[config.mk]
export PLATFORM = sky130hd
export DESIGN_NAME = reg_file_read_select
export DESIGN_NICKNAME = d
export VERILOG_FILES = /design/src/rtl/reg_file_pkg.sv /design/src/rtl/reg_file_read_select_read_address_select.sv /design/src/rtl/reg_file_read_select.sv
export SDC_FILE = /design/constraint.sdc
export NUM_CORES = 1
export LEC_CHECK = 0
export CAP_MARGIN = 5
export CORE_MARGIN = 4
export CORE_UTILIZATION = 39
export DETAILED_ROUTE_END_ITERATION = 7
export HOLD_SLACK_MARGIN = 0.03
export PLACE_DENSITY_LB_ADDON = 0.1
export SYNTH_ARGS = -nofsm -noshare
export SYNTH_HDL_FRONTEND = slang
export SYNTH_SLANG_ARGS = --single-unit
[constraint.sdc]
create_clock -name clk -period 2.7 [get_ports clk]
set_clock_uncertainty 0.2 [all_clocks]
set_input_delay 0.54 -clock clk [delete_from_list [all_inputs] [get_ports clk]]
set_output_delay 0.54 -clock clk [all_outputs]
set_load 0.005 [all_outputs]
[src/rtl/reg_file_pkg.sv]
// Shared register-file constants: read-select codes, address width, fixed addresses.
// Latency: none (declarations only).
// Backpressure: not applicable.
package reg_file_pkg;

  localparam int REG_ADDR_W     = 2;
  localparam int DEFAULT_DATA_W = 8;

  // Read-select codes
  localparam logic [1:0] RSEL_R0     = 2'd0;
  localparam logic [1:0] RSEL_FIELD0 = 2'd1;
  localparam logic [1:0] RSEL_FIELD1 = 2'd2;
  localparam logic [1:0] RSEL_R2     = 2'd3;

  // Hard-wired register addresses, shared with the write-address select
  localparam logic [REG_ADDR_W-1:0] FIXED_ADDR_R0 = 2'd0;
  localparam logic [REG_ADDR_W-1:0] FIXED_ADDR_R2 = 2'd2;

endpackage

[src/rtl/reg_file_read_select_read_address_select.sv]
// Decodes the read-select code and instruction fields into a register read address.
// Latency: purely combinational.
// Backpressure: none.
module read_address_select
  import reg_file_pkg::*;
(
  input  logic [1:0]            read_select,
  input  logic [REG_ADDR_W-1:0] reg_field0,
  input  logic [REG_ADDR_W-1:0] reg_field1,
  output logic [REG_ADDR_W-1:0] raddr
);

  // Select the address source; any undefined code falls back to register 0
  always_comb begin
    raddr = FIXED_ADDR_R0;
    case (read_select)
      RSEL_R0:     raddr = FIXED_ADDR_R0;
      RSEL_FIELD0: raddr = reg_field0;
      RSEL_FIELD1: raddr = reg_field1;
      RSEL_R2:     raddr = FIXED_ADDR_R2;
      default:     raddr = FIXED_ADDR_R0;
    endcase
  end

endmodule

[src/rtl/reg_file_read_select.sv]
// 4-entry register file with decoded read address and synchronous write port.
// Latency: read data and valid strobe one cycle after rd_en.
// Backpressure: none; consumer must take read_data whenever read_valid is high.
// Build option REG_FILE_READ_BYPASS_EN: forward same-cycle write data to a read of
// the same address; otherwise the read returns the old contents (read-before-write).
module reg_file_read_select
  import reg_file_pkg::*;
#(
  parameter int DATA_W   = DEFAULT_DATA_W,
  parameter int NUM_REGS = 4
) (
  input  logic                  clk,
  input  logic                  reset,
  input  logic                  rd_en,
  input  logic [1:0]            read_select,
  input  logic [REG_ADDR_W-1:0] reg_field0,
  input  logic [REG_ADDR_W-1:0] reg_field1,
  input  logic                  write_en,
  input  logic [REG_ADDR_W-1:0] write_address,
  input  logic [DATA_W-1:0]     write_data,
  output logic [DATA_W-1:0]     read_data,
  output logic                  read_valid,
  output logic [REG_ADDR_W-1:0] read_address_q
);

  logic [DATA_W-1:0]     regs_q [NUM_REGS];
  logic [DATA_W-1:0]     read_data_q;
  logic [DATA_W-1:0]     read_data_d;
  logic                  read_valid_q;
  logic [REG_ADDR_W-1:0] raddr;
  logic [REG_ADDR_W-1:0] raddr_q;

  read_address_select u_read_address_select (
    .read_select (read_select),
    .reg_field0  (reg_field0),
    .reg_field1  (reg_field1),
    .raddr       (raddr)
  );

  // Value captured by a read issued this cycle
`ifdef REG_FILE_READ_BYPASS_EN
  always_comb begin
    read_data_d = regs_q[raddr];
    if (write_en && (write_address == raddr)) begin
      read_data_d = write_data;
    end
  end
`else
  always_comb begin
    read_data_d = regs_q[raddr];
  end
`endif

  // Storage, write port and registered read outputs; reset overrides any request
  always_ff @(posedge clk) begin
    if (reset) begin
      for (int i = 0; i < NUM_REGS; i++) begin
        regs_q[i] <= '0;
      end
      read_data_q  <= '0;
      read_valid_q <= 1'b0;
      raddr_q      <= '0;
    end else begin
      if (write_en) begin
        regs_q[write_address] <= write_data;
      end
      read_valid_q <= rd_en;
      if (rd_en) begin
        read_data_q <= read_data_d;
        raddr_q     <= raddr;
      end
    end
  end

  assign read_data      = read_data_q;
  assign read_valid     = read_valid_q;
  assign read_address_q = raddr_q;

endmodule

* After elaboration in Yosys (flattened, before gate mapping) *
Memories as Yosys holds them, arrays and structs flattened. A register that Yosys moved wholly into a read port is not among the register bits.
Cells that the tools add are included.
Widths: inputs -> output; s select.

word-level totals
  register bits after elaboration = 3
  memory bits (writable) = 32
  bits of input ports = 20
  output and inout port bits = 11
  memories kept = 1

memory list
  name    words  width  read ports  clocked after Yosys merged registers in  write ports  line                        text
  regs_q  4      8      1           1                                        4            reg_file_read_select.sv:26  logic [DATA_W-1:0] regs_q [NUM_REGS];

cells by class
  equal/unequal tests = 3
  multiplexer cells = 9
  reduce and logical (&&, ||, !) cells = 2

operators with widths
  cell                number
  $mux 8              1
  $pmux 2 s4          1
  $reduce_or 8->1     1
  $mux 1              6
  $eq 2x2->1 const B  2
  $eq 2x1->1 const B  1
  $logic_not 2->1     1
  $mux 2              1

* Logic depth before layout (Yosys ltp) *
  word-level depth = 5
  gate-level depth with buffers = 6

* Modules after synthesis *
A second synthesis with hierarchy kept.

second synthesis, totals
  cell total of the unflattened synthesis = 135
  area, all modules = 1,903.1 um^2

modules (own cells, without submodules)
  module                times used  cells an instance  area each (um^2)
  reg_file_read_select  1           129                1,870.5
  read_address_select   1           6                  32.5

* Worst setup path after synthesis *
No wires, ideal clock.

  path type = input -> register
  from = in reset
  to = mem regs_q[1][0] (netlist bit) (enable)
  library setup time = 0.329 ns
  arrival time = 1.461 ns
  data required time = 2.171 ns
  slack = 0.710 ns
  cell stages on the path = 5
  buffers on the path = 2
  path through = buf_6 -> nor2b_2 -> buf_4 -> nor3b_2 -> or2_1

RTL lines
  what                line                        text
  start: declaration  reg_file_read_select.sv:13  input logic reset,
  end: declaration    reg_file_read_select.sv:26

* Worst setup path after layout *
  from = in read_select[0]
  to = reg read_data_q[3] (netlist: read_data[3]), read port of regs_q

between the ends
  cells in the longest elaborated chain, start to end = 2

RTL lines
  what                                      line                                            text
  start: declaration                        reg_file_read_select.sv:15                      input logic [1:0] read_select,
  $eq 2x2->1, or another cell as far along  reg_file_read_select_read_address_select.sv:16  case (read_select)
  $pmux 2 s4 *                              reg_file_read_select_read_address_select.sv:16
  end: declaration                          reg_file_read_select.sv:27                      logic [DATA_W-1:0] read_data_q;

Every way passes the cells marked *; elsewhere a longest branch is shown, timed or not.
A chain may end at the register's enable or synchronous reset.

==> key figures <==
STA
  – Highest clock frequency the design can meet: 488.9 MHz
  – Total count of hold-check failures in the final report: 0
  – Final worst-path cycle share: 75.76%
  – Crit path time final: 2.046 ns
  – RSZ-0062 raised after global routing: no
  – Aggregate negative setup slack: 0 ns
  – Fin. max-slew vios: 0
  – Worst slew pin tran: 0.5158 ns
  – Headroom to the max-slew limit: 65.54%
  – Setup Viol. Count Final: 0

Placement
  – Number of buffers added on ports: 30
  – HPWL after detailed placement: 4.178 mm
  – Final Wtd Congestion: 0.7607
  – Instance area after placement: 0.002861 mm²

Clocking
  – Post-CTS setup buffer count: 0
  – Maximum level of the CTS H-tree: 2
  – TritonCTS clock tree: yes
  – CTS Root Cell: clkbuf_8
  – Hold-fix buffers at CTS: 0
  – Sink Count: 43
  – Post-cts gate resize count: 0
  – Maximum root-to-sink buffer count: 2
  – Cts bufs inserted: 5
  – Clock latency at the later pin of the worst-skew pair: 0.30 ns
  – Clk pin slew, worst setup/hold paths: 0.09 ns

Synthesis
  – Top FF cell, synth: edfxtp_1
  – Synthesis-stage register bit count: 43
  – Synthesized Nets: 266
  – Most repeated cell in the gate-level netlist after synthesis: and2_1
  – Yosys warnings: 0
  – Synth Cell Area: 0.002469 mm²
  – Count of flip-flops with a built-in enable after synthesis: 32
  – Cell type contributing the most total cell area after synthesis: edfxtp_1
  – Synth top area share: 38.93%
  – Top area cells in the synthesized netlist: edfxtp_1, dfxtp_1, and2_1, nor3b_1, nor2b_1
  – Fraction of the yosys area taken by sequential cells: 47.85%
  – Ys async rst share: 0%
  – Synth cell types: 41
  – Cells after synthesis: 246
  – Mean instance size in the synthesized netlist: 10.04 µm²
  – Top cell types by occurrence after synthesis: and2_1, edfxtp_1, nor3b_1

Routing
  – Overall via count from detail_route: 1903
  – Wirelength, routed: 5.629 mm
  – Total DRC errors in the routed layout: 0
  – DRC violation total after the first TritonRoute iteration: 209
  – Wire length per cell: 15.81 µm
  – First-pass detailed-route iteration total: 4
  – Final antenna-violating net count: 0
  – Ratio of routed vias to standard cells: 5.346

Global routing
  – Aggregate global-route resource usage: 16.15%
  – Number of global-route vias before repair: 1820
  – GR Overflow Total: 0
  – Global-route wire length before repair: 9.453 mm
  – Pin count of the biggest net entering global routing: 29
  – Initial antenna violation count: 0

Power
  – Cell leakage power: 1.052 nW
  – Worst VDD drop: 314.5 µV
  – Power after layout: 1.659 mW
  – Total power divided by cell area: 552.7 mW/mm²

Worst setup path
  – Required time reported for the critical path endpoint: 2.69 ns
  – Startpoint class of the critical path: input pin
  – Crit path arrival time: 2.04 ns
  – Crit-path max FO: 15
  – FF-to-FF Start: regs_q[1][6]
  – Crit end category: flip-flop
  – Source of the critical timing path: read_select[0]
  – Classification of the worst setup path: in2reg

Floorplanning
  – Area of the core region: 0.006026 mm²
  – Std-Cell Rows: 28
  – Die outline area: 0.007667 mm²
  – Chip Width: 87.56 µm
  – Initial core utilization: 40.97%
  – IO Count: 31
  – Die Y: 87.56 µm

Cells and area
  – Area Growth Syn to Fin: 21.59%
  – Net count of the finished layout: 300
  – Fill cell total of the finished layout: 562
  – Share of layout cells above drive strength 1: 10.68%
  – Post-route cell area: 0.003002 mm²
  – ANT cells: 0

Job
  – Max capacitance violation total: 0

Hold path
  – Class of the worst hold path: reg2reg
  – Launch point of the worst hold path: read_data[2]

Outcome
  – Run status: finished clean
[critical path: stages]
cell and delay [ns]:
clkdlybuf4s50_1 0.49, buf_4 0.21, nor2b_1 0.47, a2bb2oi_1 0.15, nand4_1 0.11, nand3_1 0.07
[cells by family (layout without fill, tap and decap cells)]
logic type,Yosys count,in the layout,share of synthesized area (%)
buffers and inverters,16,51,3.852
AO/OA/AOI/OAI,48,48,13.23
flip-flops,43,43,47.85
AND/OR/NAND/NOR,139,139,35.07
[layout make-up]
| type | instances | area [µm²] | share of cell area (%) |
|---|---|---|---|
| Inverter | 1 | 3.754 | 0.1251 |
| Timing Repair Buffer | 42 | 390.4 | 13.01 |
| Tap cell | 75 | 93.84 | 3.126 |
| Sequential cell | 43 | 1181 | 39.35 |
| Clock buffer | 5 | 68.82 | 2.293 |
| Multi-Input combinational cell | 187 | 1192 | 39.72 |
| Clock inverter | 3 | 71.32 | 2.376 |
[final timing paths]
kind	to	slack [ns]	cells past startpoint
max	read_data[3]	0.65	6
min	read_data[2]	0.26	2
min reg2reg	read_data[2]	0.26	2
max reg2reg	read_data[6]	1.30	4
[cells in the final DEF, fill, tap and decap left out, types with 2 or more instances in the layout]
cell             instances
nand3b_1                 3
a31o_2                   2
edfxtp_1                32
or3_1                    7
and2_1                  34
nand4_1                  7
nor3b_2                  2
a2bb2oi_1                7
o2111ai_1                7
nor2b_1                 16
o21ai_1                  9
nor3b_1                 21
nand2b_1                 3
nand2_1                 11
o21a_1                   2
nand3_1                  8
clkdlybuf4s50_1         30
buf_4                   12
o21ai_0                 15
clkbuf_8                 5
nor2_1                  17
bufinv_16                2
dfxtp_1                 11
[flip-flops by register name, indices dropped and copies added (netlist names)]
signal	flops
read_data	8
read_address_q	2
read_valid	1
regs_q	32
[stage by stage]
step	setup slack, ns	instances	hold WS (ns)	utilization, %
2_1_floorplan	0.7098	246	0.2500	-
3_3_place_gp	0.3666	348	0.2347	47.49
3_5_place_dp	0.3412	348	0.2460	47.49
4_1_cts	0.6719	356	0.2670	49.81
5_1_grt	0.5514	356	0.2778	49.81
6_report	0.6545	356	0.2579	49.81
[per-layer routing]
metal  wire [µm]  part of all wire (%)  GRT usage, %
met2        2488                    44         24.38
met3         300                   5.3         3.387
met1        2764                    49         23.23
met4          76                   1.4         5.021
met5           0                     0             0
[where the power goes]
group	switching, mW	leakage, nW	internal (mW)
clock	0.246	0.0703	0.376
sequential	0.0368	0.403	0.764
combinational	0.112	0.578	0.124
total	0.395	1.05	1.26
No activity file was read; power rests on OpenSTA's default activity.
